<file path="src/rtl/stream_demux.sv">
// stream_demux: one upstream valid/ready stream routed by in_sel
// into two independent 2-entry FIFOs (x and y), with per-queue word counters.
module stream_demux #(
  parameter int n = 4
) (
  input  logic         clk,
  input  logic         rst_n,
  input  logic         in_valid,
  input  logic [n-1:0] in_data,
  input  logic         in_sel,
  output logic         in_ready,
  output logic         x_valid,
  output logic [n-1:0] x_data,
  input  logic         x_ready,
  output logic         y_valid,
  output logic [n-1:0] y_data,
  input  logic         y_ready,
  output logic [7:0]   x_count,
  output logic [7:0]   y_count
);

  localparam int DEPTH = 2;

  logic [n-1:0] xmem [DEPTH];
  logic [n-1:0] ymem [DEPTH];
  logic         xwp, xrp, ywp, yrp;
  logic [1:0]   xocc, yocc;
  logic         xfull, yfull;
  logic         xpush, xpop, ypush, ypop;

  assign xfull = (xocc == 2'd2);
  assign yfull = (yocc == 2'd2);

  // Readiness looks only at pre-edge occupancy; a full queue
  // cannot accept even if it pops on the same edge.
  assign in_ready = in_sel ? ~yfull : ~xfull;

  assign xpush = in_valid & in_ready & ~in_sel;
  assign ypush = in_valid & in_ready & in_sel;

  assign x_valid = (xocc != 2'd0);
  assign y_valid = (yocc != 2'd0);
  assign x_data  = xmem[xrp];
  assign y_data  = ymem[yrp];

  assign xpop = x_valid & x_ready;
  assign ypop = y_valid & y_ready;

  // x queue: storage, pointers, occupancy and accept counter
  always_ff @(posedge clk or negedge rst_n) begin
    if (!rst_n) begin
      xmem[0] <= '0;
      xmem[1] <= '0;
      xwp     <= 1'b0;
      xrp     <= 1'b0;
      xocc    <= 2'd0;
      x_count <= 8'd0;
    end else begin
      if (xpush) begin
        xmem[xwp] <= in_data;
        xwp       <= ~xwp;
        x_count   <= x_count + 8'd1;
      end
      if (xpop) xrp <= ~xrp;
      unique case (1'b1)
        xpush & ~xpop: xocc <= xocc + 2'd1;
        xpop & ~xpush: xocc <= xocc - 2'd1;
        default:       xocc <= xocc;
      endcase
    end
  end

  // y queue: storage, pointers, occupancy and accept counter
  always_ff @(posedge clk or negedge rst_n) begin
    if (!rst_n) begin
      ymem[0] <= '0;
      ymem[1] <= '0;
      ywp     <= 1'b0;
      yrp     <= 1'b0;
      yocc    <= 2'd0;
      y_count <= 8'd0;
    end else begin
      if (ypush) begin
        ymem[ywp] <= in_data;
        ywp       <= ~ywp;
        y_count   <= y_count + 8'd1;
      end
      if (ypop) yrp <= ~yrp;
      unique case (1'b1)
        ypush & ~ypop: yocc <= yocc + 2'd1;
        ypop & ~ypush: yocc <= yocc - 2'd1;
        default:       yocc <= yocc;
      endcase
    end
  end

endmodule
</file>
<file path="config.mk">
export PLATFORM = sky130hd
export DESIGN_NAME = stream_demux
export DESIGN_NICKNAME = d
export VERILOG_FILES = /design/src/rtl/stream_demux.sv
export SDC_FILE = /design/constraint.sdc
export NUM_CORES = 1
export LEC_CHECK = 0
export CORE_MARGIN = 2
export CORE_UTILIZATION = 52
export CTS_BUF_LIST = sky130_fd_sc_hd__clkbuf_2 sky130_fd_sc_hd__clkbuf_4 sky130_fd_sc_hd__clkbuf_8
export DETAILED_ROUTE_END_ITERATION = 10
export PLACE_DENSITY = 0.81
export SLEW_MARGIN = 10
export SYNTH_ARGS = -nofsm -noshare
export SYNTH_HDL_FRONTEND = slang
export SYNTH_SLANG_ARGS = --single-unit
</file>
<file path="constraint.sdc">
create_clock -name clk -period 2.3 [get_ports clk]
set_clock_uncertainty 0.2 [all_clocks]
set_input_delay 0.69 -clock clk [delete_from_list [all_inputs] [get_ports clk]]
set_output_delay 0.69 -clock clk [all_outputs]
set_load 0.005 [all_outputs]
</file>
Word level (Yosys, flattened, before mapping) --
Cells that the tools add are included. W data, S select, Z words.
Storage, ports and cells: bits in registers 40, input port bits 10, output and inout bits 27, logic and storage cells 71
Cells by class: $add $sub $neg 6, magnitude comparators 6, equal/unequal tests 2, mux-type cells 15, bitwise logic cells 24, reductions and logical operators 6
Operators with widths (count):
- $mux W4 | 8
- $add A8 B1 Y8 const B | 2
- $bwmux W8 | 2
- $not A1 Y1 | 11
- $and A1 B1 Y1 | 9
- $demux W4 S1 | 2
- $ge A2 B2 Y1 const B | 4
- $not A1 Y2 | 4
- $pmux W2 S2 | 2
- $reduce_bool A2 Y1 | 4
- $add A2 B1 Y2 const B | 2
- $eq A2 B2 Y1 const B | 2
- $lt A2 B1 Y1 const B | 2
- $sub A2 B1 Y2 const B | 2
- $logic_and A1 B1 Y1 | 2
- $mux W1 | 1

Depth between registers and ports, before layout --
Gate-level depths: netlist of the first run.
depth after elaboration 8, gate-level depth with buffers 8, mapped depth without buffers 7

Worst setup path before layout of the first run --
No wires, ideal clock.
path kind input to register, start point input port in_sel, end point register xocc[1], library setup time 0.079 ns, data arrival time 1.703 ns, required time 2.021 ns, slack 0.318 ns, stages 6, path buffers 1, cell sequence and3b_1 -> buf_2 -> inv_1 -> ha_1 -> nor2_1 -> xor2_1
Between the ends: cells in the longest elaborated chain, start to end 6, elaborated cells on any way between the ends 9, classes of those cells mux: 2; bitwise: 6; reduce/logical: 1
RTL lines:
- start, declared | RTL line 10 | input logic in_sel,
- $mux W1 | RTL line 36 | assign in_ready = in_sel ? ~yfull : ~xfull;
- $and A1 B1 Y1 | RTL line 38 | assign xpush = in_valid & in_ready & ~in_sel;
- $and A1 B1 Y1 (*) | RTL line 38
- $not A1 Y1 | RTL line 67 | xpop & ~xpush: xocc <= xocc - 2'd1;
- $and A1 B1 Y1 | RTL line 67
- $pmux W2 S2 / $reduce_bool A2 Y1 (equally long branches)
- end signal, assigned | RTL line 66 | xpush & ~xpop: xocc <= xocc + 2'd1;
- end signal, assigned | RTL line 67
- end signal, assigned | RTL line 68 | default: xocc <= xocc;
- end, declared | RTL line 27 | logic [1:0] xocc, yocc;
Every way passes the cells marked *; elsewhere a longest branch is shown, timed or not. A chain may end at the register's enable or synchronous reset.

Worst setup path in the final report of the first run --
start point input port in_sel, end point output port in_ready
Between the ends: cells in the longest elaborated chain, start to end 1
RTL lines:
- $mux W1 | RTL line 36
- end, declared | RTL line 11 | output logic in_ready,
Every way passes these cells.

==> results.md, run 1 <==
* Hpwl dp at 2.67 mm
* Crit Path Class: input port to output port
* CTS buffer count at 5
* GPL Wtd Cong at 0.812
* Overall Power at 2.98 mW
* Synth cell types at 24
* Clock latency on the worst-skew pair at 0.36 ns
* CP cell instances: dlygate4sd2_1, mux2_2, clkbuf_2
* Max incr delay on CP at 0.33 ns
* FF/Latch Area at 1000 um^2
* Most frequent cells in the layout: dfrtp_1, mux2_2, clkdlybuf4s50_1
* First-pass iteration count of the detailed router at 5
* Initial Utilization at 54.1%
* Worst setup margin at 0.0500 ns
* RSZ-0062 raised after global routing: false
* Max-cap violations at 0
* Worst path top cell family by delay: buffers and inverters
* Commonest non-fill, non-tap cell in the layout: dfrtp_1
* Slew margin rel. at 66.1%
* Crit path arrival time at 1.36 ns
* DR vias at 1215
* Post-DRT Antenna Nets at 0
* Via density at 5.13
* Die area at 3930 um^2
* First-iteration detailed-routing DRC count at 33
* Number of clock sinks at 40
* Crit share post-route at 97.8%
* Clock transition at path regs at 0.12 ns
* Required time of the critical path at 1.41 ns
* Setup_tns at 0 ns
* Critical path buffers and inverters at 2
* DRC Markers at 0
* Pre-CTS WS at -0.531 ns
* Wire per inst at 15.3 um
* All-Layer GR Usage at 20.8%
* CTS tree: yes
* # rows at 21
* CP max-delay cell: mux2_2
* CTS H-tree lvls at 2
* Worst Hold Class: input port to asynchronous set/reset pin
* Leakage Power at 1.07 nW
* Final Setup Violations at 0
* Setup crit end kind: output port
* Antenna violations before repair at 0
* Layout cells sized above 1 at 34.0%
* Post-Synthesis Cells at 134
* Number of global-route vias before repair at 1333
* Multi-input gate area at 783 um^2
* CTS Buffer Depth at 2
* PD cells at 1260 nW/um^2
* Fmax at 0.444 GHz
* Ys Warns at 0
* Worst-Margin Slew at 0.508 ns
* Net count, final at 204
* CP Max Fanout at 2
* Die span in x at 62.7 um
* CORE AREA at 3310 um^2
* Startpoint Class: input port
* Ant diodes at 0
* Number of fill cells in the layout at 264
* Avg Cell Area, Syn at 13.4 um^2
* I/O pins at 37
* IO Port Bufs at 36
* Final Max Slew Viols at 0
* Clock root cell: clkbuf_4
* CTS Hold Buffers Added at 0
* Sequential area share after synthesis at 55.9%
* Endpoints failing hold at 0
* Largest net degree at the start of global routing at 22
* Syn_nets at 148
* Die span in y at 62.7 um
* P&R area growth vs syn at 32.5%
* Grt total ovfl at 0
* Final WL at 3.62 mm
* #FFs+latches synth at 40
* IR Drop Worst-Case VDD at 0.000685 V
* Synth Cell Area at 1790 um^2
* Final core utilization at 71.7%
* Fin crit period at 2.25 ns
* First-pass GRT wire length at 6.15 mm
* Status: completed
## final cells by class
cell class	count	area share (%)
well taps	46	2.42
clock buffers	6	2.16
flip-flops and latches	40	42.3
repair buffers	51	19.2
clock inverters	2	0.422
multi-input cells	90	33.0
inverters	2	0.527
## what timing repair did
| action | 4_1_cts | 5_1_grt |
|---|---|---|
| setup endpoints to repair | 11 | 6 |
| gates resized for setup | 28 | 11 |
| setup buffers | 11 | 0 |
## layer usage
| metal | GRT usage, % | vias up | share of wire, % |
|---|---|---|---|
| met5 | 0 | - | 0 |
| met4 | 9.17 | 0 | 1.9 |
| met3 | 5.95 | 6 | 4.3 |
| met2 | 36.8 | 34 | 54 |
| met1 | 23.3 | 604 | 40 |
| li1 | - | 571 | - |
## per-stage QoR
step | cell area (um^2) | cells | hold WS, ns
CTS | 2370 | 238 | 0.0860
finish | 2370 | 237 | 0.0785
floorplan | 1790 | 134 | 0.194
detailed placement | 2240 | 219 | 0.258
global placement | 2240 | 219 | 0.257
global route | 2370 | 237 | 0.0907
## Yosys cell counts, drive strengths merged
library cell,n,area [um^2]
and4,1,8.76
nand4,4,25.0
and2,4,25.0
and3,2,12.5
xnor2,17,156
buf,2,16.3
inv,2,12.5
mux2,26,293
nand3,5,25.0
and2b,1,7.51
nand2,9,33.8
and3b,1,8.76
ha,4,50.1
nor3,1,5.00
nor2,3,13.8
or3,1,11.3
or2,2,12.5
dfrtp,40,1000
xor2,7,61.3
nand2b,2,12.5
## state kept, by name, summed over array words and instances, names as in the netlist
| signal | count |
|---|---|
| x_count | 8 |
| xmem | 8 |
| y_count | 8 |
| ymem | 8 |
| xocc | 2 |
| yocc | 2 |
| xrp | 1 |
| xwp | 1 |
| yrp | 1 |
| ywp | 1 |
## power by group
part           internal [mW]  total, mW  switching (mW)
combinational          0.874       1.35           0.477
clock                  0.145      0.373           0.227
sequential              1.01       1.26           0.252
total                   2.03       2.98           0.956
## kinds of logic (layout without fill, tap and decap cells)
kind of cell	after synthesis	in the layout	synth area share, %
AND/OR/NAND/NOR	36	36	11.2
adder cells (fa/ha/maj)	4	4	2.79
XOR/XNOR	24	24	12.2
multiplexers	26	26	16.3
flip-flops	40	40	55.9
buffers and inverters	4	61	1.61
## worst paths after layout
kind	from	depth (start not counted)	slack, ns	to
worst min register to register	y_count[7]	1	0.27	y_count[7]
min in group clk	y_count[7]	1	0.27	y_count[7]
worst max register to register	xocc[1]	7	0.37	xocc[1]
worst min-delay path	rst_n	1	0.08	ymem[2]
worst max-delay path	in_sel	3	0.05	in_ready
max in group asynchronous	rst_n	2	1.34	yrp
(Power assumes the default switching activity.)
==> run 2, diff against run 1 <==
--- a/config.mk
+++ b/config.mk
@@ -8,6 +8,7 @@
 export CORE_MARGIN = 2
 export CORE_UTILIZATION = 52
 export CTS_BUF_LIST = sky130_fd_sc_hd__clkbuf_2 sky130_fd_sc_hd__clkbuf_4 sky130_fd_sc_hd__clkbuf_8
+export CTS_CLUSTER_DIAMETER = 30
 export DETAILED_ROUTE_END_ITERATION = 10
 export PLACE_DENSITY = 0.81
 export SLEW_MARGIN = 10
==> results of run 2 <==
Same layout as run 1: the final DEF is identical, and so are final timing and power.
